==> src/rtl/prod_accumulator.sv <==
// Frame accumulator for the multiplier's unsigned products: sums FRAME_LEN
// accepted products, then holds one result on a valid/ready output until taken.
module prod_accumulator #(
    parameter int PROD_W    = 32,
    parameter int ACC_W     = 40,
    parameter int FRAME_LEN = 8,
    parameter int SATURATE  = 1
) (
    input  logic              clk,
    input  logic              rst_n,
    input  logic              clr,
    input  logic              in_valid,
    output logic              in_ready,
    input  logic [PROD_W-1:0] in_data,
    output logic              out_valid,
    input  logic              out_ready,
    output logic [ACC_W-1:0]  out_data,
    output logic              out_ovf
);

    localparam int CNT_W = $clog2(FRAME_LEN) + 1;
    localparam logic [CNT_W-1:0] LAST = CNT_W'(FRAME_LEN - 1);

    typedef enum logic {ACCUM, HOLD} state_t;

    state_t           state;
    logic [ACC_W-1:0] acc;
    logic [CNT_W-1:0] cnt;
    logic             ovf;
    logic [ACC_W:0]   sum;
    logic             carry;
    logic [ACC_W-1:0] value;
    logic             accept;

    // A carry out of the accumulator either clamps to all-ones or wraps.
    function automatic logic [ACC_W-1:0] clamp_sum(input logic [ACC_W:0] s);
        if (s[ACC_W] && (SATURATE != 0))
            clamp_sum = '1;
        else
            clamp_sum = s[ACC_W-1:0];
    endfunction

    assign in_ready = (state == ACCUM);
    assign accept   = in_valid & in_ready;
    assign sum      = {1'b0, acc} + {{(ACC_W + 1 - PROD_W){1'b0}}, in_data};
    assign carry    = sum[ACC_W];
    assign value    = clamp_sum(sum);

    always_ff @(posedge clk or negedge rst_n) begin
        if (!rst_n) begin
            state     <= ACCUM;
            acc       <= '0;
            cnt       <= '0;
            ovf       <= 1'b0;
            out_valid <= 1'b0;
            out_data  <= '0;
            out_ovf   <= 1'b0;
        end else if (clr) begin
            // Abort wins over everything, including a pending result.
            state     <= ACCUM;
            acc       <= '0;
            cnt       <= '0;
            ovf       <= 1'b0;
            out_valid <= 1'b0;
        end else begin
            case (state)
                ACCUM: begin
                    if (accept) begin
                        if (cnt == LAST) begin
                            out_data  <= value;
                            out_ovf   <= ovf | carry;
                            out_valid <= 1'b1;
                            state     <= HOLD;
                        end else begin
                            acc <= value;
                            cnt <= cnt + 1'b1;
                            ovf <= ovf | carry;
                        end
                    end
                end
                HOLD: begin
                    if (out_ready) begin
                        out_valid <= 1'b0;
                        acc       <= '0;
                        cnt       <= '0;
                        ovf       <= 1'b0;
                        state     <= ACCUM;
                    end
                end
                default: state <= ACCUM;
            endcase
        end
    end

endmodule
==> config.mk <==
export PLATFORM = sky130hd
export DESIGN_NAME = prod_accumulator
export DESIGN_NICKNAME = d
export VERILOG_FILES = /design/src/rtl/prod_accumulator.sv
export SDC_FILE = /design/constraint.sdc
export NUM_CORES = 1
export LEC_CHECK = 0
export CORE_ASPECT_RATIO = 1.2
export CORE_UTILIZATION = 48
export DETAILED_ROUTE_END_ITERATION = 8
export DONT_BUFFER_PORTS = 1
export SLEW_MARGIN = 40
export SYNTH_ARGS = -nofsm -noshare
export SYNTH_HDL_FRONTEND = slang
export SYNTH_SLANG_ARGS = --single-unit
==> constraint.sdc <==
create_clock -name clk -period 6.75 [get_ports clk]
set_input_delay 2.025 -clock clk [delete_from_list [all_inputs] [get_ports clk]]
set_output_delay 2.025 -clock clk [all_outputs]
set_load 0.005 [all_outputs]
# Word level (Yosys, flattened, before mapping)
# Cells that the tools add are included.
# classes
eq_ne	5
addsub	2
muxes	25
n_bitwise	4
reduce_logical	3
# op_table
cell	n
$mux W40	5
$pmux W40 S2	1
$add A40 B32 Y41	1
$mux W4	4
$mux W1	11
$pmux W4 S2	1
$ne A3 B2 Y1 const B	2
$ne A3 B3 Y1 const B	2
$pmux W1 S2	3
$reduce_and A3 Y1	2
$add A4 B1 Y4 const B	1
$eq A4 B3 Y1 const B	1
$reduce_and A4 Y1	1
$not A1 Y1	2
$and A1 B1 Y1	1
$or A1 B1 Y1	1
# totals
elab_cells	46
register_bits	88
in_bits	37

# Depth between registers and ports, before layout
# Gate-level depths: netlist of the first run.
# logic_depth
depth_word	6
depth_mapped	12
mapped_depth_nobuf	10

# Least setup slack after synthesis of the first run
# No wires, ideal clock.
# synth_path
path_type	in2reg
start	input in_data[0]
end	register acc[24]
n_path_buf	2
path_stages	12
arrival_ns	4.291
required_time_ns	6.632
slack_ns	2.341
setup_time_ns	0.118
cell_sequence	ha_1 -> fa_1 -> a211oi_2 -> o211ai_2 -> a211oi_2 -> o221ai_2 -> a31o_1 -> buf_6 -> nand3_4 -> buf_6 -> a21oi_2 -> a21o_1
# synth_between
elab_chain_cells	6
# synth_rtl
element	line	source
start: declaration	14	input logic [PROD_W-1:0] in_data,
$add A40 B32 Y41	45	assign sum = {1'b0, acc} + {{(ACC_W + 1 - PROD_W){1'b0}}, in_data};
$mux W40	37	if (s[ACC_W] && (SATURATE != 0))
$mux W40	69	if (cnt == LAST) begin
$mux W40	68	if (accept) begin
$pmux W40 S2	66	case (state)
$mux W40	58	end else if (clr) begin
end signal: assignment	75	acc <= value;
end: declaration	27	logic [ACC_W-1:0] acc;
# No other way between the ends. The select of a mux whose other input is x is not followed.
# A chain may end at the register's enable or synchronous reset.

# Worst setup path after layout of the first run
# layout_path
start	input in_data[0]
end	register acc[34]
# Same word-level chain as after synthesis.

==> impl_metrics.json, run 1 <==
{
  "arrival_time_at_the_worst_endpoint_ps": 4880,
  "cell_internal_pwr_mw": 1.054,
  "switching_power_mw": 0.5290,
  "worstSkewPairLatency_ps": 350,
  "vdd_drop_max_uv": 164.5,
  "critPathMaxStageDelay_ps": 450,
  "die_w_um": 100.7,
  "fillCellCount": 1062,
  "post_synth_num_cell_types": 63,
  "post_synth.cell_area_avg_um2": 9.161,
  "cap_viol_max_count": 0,
  "hold_buffers": 0,
  "dominantRegCellSynth": "sky130_fd_sc_hd__dfrtp_1",
  "core_region_area_um2": 11190,
  "drt_total_wl_um": 13700,
  "route.met2.wl_um": 6394,
  "antenna_cells": 0,
  "worst_slew_margin_relative_to_its_limit": 0.6246,
  "number_of_cts_inserted_buffers": 9,
  "dr.first_iter.drc_count": 211,
  "synth.cells.most_frequent": "sky130_fd_sc_hd__dfrtp_1 (88), sky130_fd_sc_hd__nand2_1 (60), sky130_fd_sc_hd__nor2_1 (60)",
  "drt.antenna.violating_nets": 0,
  "share_of_flip_flops_with_an_asynchronous_set_or_reset_after_synthesis": 1.000,
  "synth_nets": 683,
  "finalSetupTns_ps": 0,
  "clock_buffer_depth": 2,
  "maximum_number_of_pins_on_one_net_before_global_route_repair": 89,
  "root_buffer_selected_by_cts": "sky130_fd_sc_hd__clkbuf_16",
  "path_cells": "ha_1, fa_1, a211oi_2, o211ai_2, a211oi_2, o221ai_2, a31o_1, nand3_4, o21ai_0, a22o_1",
  "min_period_over_period": 0.6892,
  "vias_in_the_first_global_route": 4425,
  "clkSlewWorstSetupHoldPaths_ps": 60,
  "gate_count_post_synth": 612,
  "layout-drive-gt1-share": 0.1037,
  "static-leakage-power_nw": 2.734,
  "placement_row_count": 42,
  "pin_count": 80,
  "timing_worst_setup_path_type": "input port to flip-flop",
  "post_cts.resized_instances": 0,
  "highest_clock_rate_ghz": 0.2149,
  "route.top_layer_used": "met4",
  "slew_violations": 0,
  "worst-slew-pin-transition_ps": 563.1,
  "endpoint_required_time_on_the_critical_path_ps": 6980,
  "hold_class": "flip-flop to flip-flop",
  "fp.dieArea_um2": 12120,
  "yosys_warnings": 0,
  "place.gp.congestion": 0.8782,
  "crit_path_top_delay_cell": "sky130_fd_sc_hd__fa_1",
  "fin_worst_hold_slack_ps": 483.8,
  "num-nets-final": 664,
  "switching_share": 0.3341,
  "synth_top_area_share": 0.3928,
  "clock_sinks": 88,
  "viasPerCell": 5.916,
  "area_delta_synth_final_pct": 6.985,
  "detailedPlacementHpwl_um": 9899,
  "most_numerous_cell_in_the_yosys_netlist": "sky130_fd_sc_hd__dfrtp_1",
  "cts.htree.levels": 3,
  "critical_path.max_fanout": 35,
  "finalClockSkew_ps": 12.88,
  "comb_power_share": 0.300,
  "grt_antenna_before_repair": 0,
  "seqPwrFrac": 0.372,
  "worst_path_most_repeated_cell": "sky130_fd_sc_hd__a211oi_2",
  "number_of_design_rule_violations_left_after_detail_routing": 0,
  "cts_tree": "built",
  "post-synth-top-area-cell": "sky130_fd_sc_hd__dfrtp_1",
  "final_period_minus_worst_setup_slack_ps": 4652,
  "finish.utilization": 0.5359,
  "met1Wirelength_um": 6256,
  "share_of_the_yosys_chip_area_belonging_to_registers": 0.3928,
  "groute.usage.overall": 0.2425,
  "route.met3.wl_um": 735,
  "die-height_um": 120.4,
  "port_buffer_cells": 0,
  "run_status": "completed",
  "cts_post_setup_buffers_inserted": 0,
  "grt_pass1_wl_um": 22870,
  "timing.critical_path.to_type": "flip-flop",
  "drt-pass1-iter-count": 4,
  "clockPowerShare": 0.328,
  "finalHoldViolations": 0,
  "synth.cell_area_um2": 5607,
  "rsz0062_at_grt": "no",
  "critical_path.startpoint_type": "input port",
  "globalRoute.totalOverflow": 0,
  "cellPowerDensity_nw_per_um2": 264.0,
  "setup-violations-final": 0,
  "start_util": 0.5009,
  "avgRoutedWirePerCell_um": 18.22,
  "synth-seq-cells": 88,
  "synth_enable_flop_cells": 0,
  "post_synth_main_area_contributors": "sky130_fd_sc_hd__dfrtp_1 (39%), sky130_fd_sc_hd__ha_1 (7.4%), sky130_fd_sc_hd__o21ai_0 (4.6%)",
  "vias": 4449
}
power groups by stage:
| stage | clock [mW] | sequential, mW | combinational [mW] |
|---|---|---|---|
| after floorplan | 0 | 0.591 | 0.388 |
| after global placement | 0 | 0.598 | 0.463 |
| after detailed placement | 0 | 0.599 | 0.469 |
| after CTS | 0.525 | 0.590 | 0.473 |
| after global routing | 0.554 | 0.594 | 0.529 |
| final | 0.519 | 0.589 | 0.475 |
layer usage:
metal / vias to the layer above / global-route usage
li1: 2181 / -
met1: 2132 / 0.3208
met2: 111 / 0.3878
met3: 25 / 0.05434
met4: 0 / 0.08786
met5: - / 0
worst max-delay path, delay by kind of cell:
| family | cells | cell delay, ps |
|---|---|---|
| simple gates | 1 | 450 |
| fa+ha+maj | 2 | 670 |
| compound gates | 7 | 1730 |
area by class of cell:
cell class / instances / area [um2] / area share
repair buffers: 5 / 65.06 / 0.01085
well taps: 154 / 192.7 / 0.03212
clock buffers: 11 / 252.7 / 0.04214
clock inverters: 5 / 53.80 / 0.008970
flip-flops and latches: 88 / 2202 / 0.3671
inverters: 12 / 45.04 / 0.007509
multi-input cells: 477 / 3187 / 0.5313
placed cells by master (no fill, tap or decap), types with 3 or more instances in the layout:
cell and count:
sky130_fd_sc_hd__dfrtp_1 88, sky130_fd_sc_hd__nand2_1 60, sky130_fd_sc_hd__nor2_1 58, sky130_fd_sc_hd__o21ai_0 52
sky130_fd_sc_hd__a21oi_1 50, sky130_fd_sc_hd__ha_1 33, sky130_fd_sc_hd__a21o_1 31, sky130_fd_sc_hd__xnor2_1 21
sky130_fd_sc_hd__a31oi_1 20, sky130_fd_sc_hd__a21oi_2 15, sky130_fd_sc_hd__xor2_1 14, sky130_fd_sc_hd__inv_1 12
sky130_fd_sc_hd__nand4_1 9, sky130_fd_sc_hd__clkbuf_16 9, sky130_fd_sc_hd__nand2b_1 8, sky130_fd_sc_hd__nand3_1 8
sky130_fd_sc_hd__o21bai_1 7, sky130_fd_sc_hd__a22oi_1 6, sky130_fd_sc_hd__nor3_1 5, sky130_fd_sc_hd__o211ai_1 5
sky130_fd_sc_hd__a211oi_2 5, sky130_fd_sc_hd__o21ai_1 5, sky130_fd_sc_hd__o21a_1 4, sky130_fd_sc_hd__and3_1 4
sky130_fd_sc_hd__a221o_1 4, sky130_fd_sc_hd__mux2i_1 4, sky130_fd_sc_hd__a22o_1 4, sky130_fd_sc_hd__nor2b_1 3
sky130_fd_sc_hd__o211ai_2 3, sky130_fd_sc_hd__o31ai_1 3, sky130_fd_sc_hd__clkinv_2 3, sky130_fd_sc_hd__buf_4 3
flip-flops by register name (all words and copies together), names as in the netlist:
register / flops
out_data: 40
ovf: 1
out_ovf: 1
out_valid: 1
state: 1
cnt: 4
acc: 40
through the flow:
stage	instance area, um2	total power [mW]	instances	worst slack (ps)
floorplan	5607	0.9788	612	2341
global placement	5648	1.061	734	1784
detailed placement	5692	1.069	736	1726
CTS	5998	1.588	752	2094
global route	5998	1.677	752	1884
finish	5998	1.583	752	2098
path summary, 6_finish.rpt:
path	start	end	slack [ps]	cells past startpoint
min	acc[17]$_DFFE_PN0P_	acc[17]$_DFFE_PN0P_	480	1
max	in_data[0]	acc[34]$_DFFE_PN0P_	2100	10
max reg2reg	acc[0]$_DFFE_PN0P_	acc[34]$_DFFE_PN0P_	3380	10
min in group asynchronous	rst_n	acc[29]$_DFFE_PN0P_	1380	0
min reg2reg	acc[17]$_DFFE_PN0P_	acc[17]$_DFFE_PN0P_	480	1
max in group asynchronous	rst_n	acc[32]$_DFFE_PN0P_	5240	0
kinds of logic after synthesis:
kind of cell,count (synthesis),share of synthesized area
multiplexers,4,0.007142
flip-flops,88,0.3928
AO/OA/AOI/OAI,233,0.2888
adder cells (fa/ha/maj),34,0.07722
buffers and inverters,47,0.04084
XOR/XNOR,35,0.05468
AND/OR/NAND/NOR,171,0.1386
No activity file was read; power rests on OpenSTA's default activity.
==> run 2: changes to the inputs <==
Clock period 6.75 ns to 4.7 ns, I/O delays scaled along.
==> run 2 against run 1 <==
Against the previous run:
- combinational power rose by 43%
- clock skew fell by 5.5 ps
- flip-flop and latch count did not move
- non-clock buffer count rose by 1
- power rose by 44%
- routed wire length rose by 0.53%
- sequential power rose by 44%
- highest routed layer unchanged
==> impl_metrics.json, run 2 (synthesis gave the netlist of run 1 again) <==
{
  "groute.usage.overall": 0.2415,
  "maximum_number_of_pins_on_one_net_before_global_route_repair": 89,
  "grt_most_used_layer": "met2",
  "vias": 4404,
  "globalRoute.totalOverflow": 0,
  "die-height_um": 120.4,
  "clock_sinks": 88,
  "finish.utilization": 0.5352,
  "avgRoutedWirePerCell_um": 18.29,
  "start_util": 0.5009,
  "cts_post_setup_buffers_inserted": 0,
  "cts.htree.levels": 3,
  "finalHoldViolations": 0,
  "root_buffer_selected_by_cts": "sky130_fd_sc_hd__clkbuf_16",
  "die_w_um": 100.7,
  "num-nets-final": 665,
  "drt.antenna.violating_nets": 0,
  "static-leakage-power_nw": 2.724,
  "timing.reg2reg.worst_path_depth": 11,
  "layout.cells.most_common": "sky130_fd_sc_hd__dfrtp_1",
  "fp.dieArea_um2": 12120,
  "setup-violations-final": 0,
  "core_region_area_um2": 11190,
  "postLayoutSetupSlackWorst_ps": 762.1,
  "placement_row_count": 42,
  "vdd_drop_max_uv": 220.6,
  "global_route_met1_utilization": 0.3069,
  "min_period_over_period": 0.8379,
  "grt_antenna_before_repair": 0,
  "cellPowerDensity_nw_per_um2": 379.8,
  "holdPathStages": 1,
  "dr.first_iter.drc_count": 174,
  "number_of_cts_inserted_buffers": 9,
  "multi_input_area_um2": 3186,
  "largestRegisters": "acc (40), out_data (40), cnt (4)",
  "layout-drive-gt1-share": 0.1018,
  "post-layout-total-power_mw": 2.275,
  "most-common-layout-cells": "sky130_fd_sc_hd__dfrtp_1 (88), sky130_fd_sc_hd__nand2_1 (60), sky130_fd_sc_hd__nor2_1 (58), sky130_fd_sc_hd__o21ai_0 (52), sky130_fd_sc_hd__a21oi_1 (50)",
  "hold_buffers": 0,
  "post_cts.resized_instances": 0,
  "fillCellCount": 1090,
  "highest_clock_rate_ghz": 0.2539,
  "critical_path.startpoint_type": "input port",
  "final_period_minus_worst_setup_slack_ps": 3938,
  "grt_pass1_wl_um": 22740,
  "finalSetupTns_ps": 0,
  "critical_path.max_fanout": 19,
  "timing_worst_setup_path_type": "input port to flip-flop",
  "rsz0062_at_grt": "no",
  "grt.met3_usage": 0.06243,
  "place_worst_setup_slack_ps": 374.7,
  "drt-pass1-iter-count": 4,
  "pin_count": 80,
  "worst-slew-pin-transition_ps": 782.4,
  "worst_slew_margin_relative_to_its_limit": 0.4784,
  "hold_class": "flip-flop to flip-flop",
  "detailedPlacementHpwl_um": 9902,
  "place.gp.congestion": 0.8818,
  "drt_total_wl_um": 13770,
  "fin_worst_hold_slack_ps": 485.8,
  "cts_tree": "built",
  "final_design_area_no_fill_um2": 5991,
  "antenna_cells": 0,
  "vias_in_the_first_global_route": 4462,
  "finalClockSkew_ps": 7.355,
  "endpoint_required_time_on_the_critical_path_ps": 4930,
  "dpl-instance-area_um2": 5683,
  "run_status": "completed",
  "post_route_non_filler_standard_cell_count": 753,
  "port_buffer_cells": 0,
  "register_area_um2": 2202,
  "slew_violations": 0,
  "clkSlewWorstSetupHoldPaths_ps": 60,
  "grt_use_met2": 0.4041,
  "area_delta_synth_final_pct": 6.851,
  "number_of_design_rule_violations_left_after_detail_routing": 0,
  "clock_buffer_depth": 2,
  "timing.critical_path.to_type": "flip-flop",
  "dp_cells": 737,
  "worstSkewPairLatency_ps": 340,
  "viasPerCell": 5.849,
  "arrival_time_at_the_worst_endpoint_ps": 4170,
  "cap_viol_max_count": 0
}
==> run 2: cell count changes in the layout (fill, tap and decap cells not counted), sizes merged <==
cell and delta:
clkbuf +1, clkinv -2, buf +1, clkinvlp +1
==> run 2: worst max-delay path, stage by stage <==
cell and delay, ps:
sky130_fd_sc_hd__ha_1 230, sky130_fd_sc_hd__fa_1 440, sky130_fd_sc_hd__a211oi_2 350, sky130_fd_sc_hd__o211ai_2 150
sky130_fd_sc_hd__a211oi_2 240, sky130_fd_sc_hd__o221ai_2 180, sky130_fd_sc_hd__a31o_1 380, sky130_fd_sc_hd__nand3_4 310
sky130_fd_sc_hd__buf_12 210, sky130_fd_sc_hd__a21oi_1 80, sky130_fd_sc_hd__a21o_1 190
==> run 2: layout make-up <==
type | instances | share of cell area
inverters | 12 | 0.007519
clock inverters | 4 | 0.008563
repair buffers | 6 | 0.009607
clock buffers | 12 | 0.04282
flip-flops and latches | 88 | 0.3676
multi-input cells | 477 | 0.5317
well taps | 154 | 0.03216
==> run 2: final timing paths <==
kind	startpoint	slack [ps]	endpoint
worst max-delay path	in_data[0]	760	acc[26]$_DFFE_PN0P_
worst min-delay path	acc[13]$_DFFE_PN0P_	490	acc[13]$_DFFE_PN0P_
worst max register to register	acc[0]$_DFFE_PN0P_	1440	acc[26]$_DFFE_PN0P_
worst min register to register	acc[13]$_DFFE_PN0P_	490	acc[13]$_DFFE_PN0P_
max in group asynchronous	rst_n	3810	acc[27]$_DFFE_PN0P_
min in group asynchronous	rst_n	760	out_data[30]$_DFFE_PN0P_
==> run 2: metal layers <==
layer	vias to the layer above	routed length, um
met5	-	0
met4	0	212
met3	16	681
met2	77	6630
met1	2131	6246
li1	2180	-
==> run 2: report_power, final <==
part / internal (mW) / switching (mW) / total, mW
clock network: 0.443 / 0.303 / 0.746
registers: 0.811 / 0.0374 / 0.848
logic: 0.263 / 0.418 / 0.681
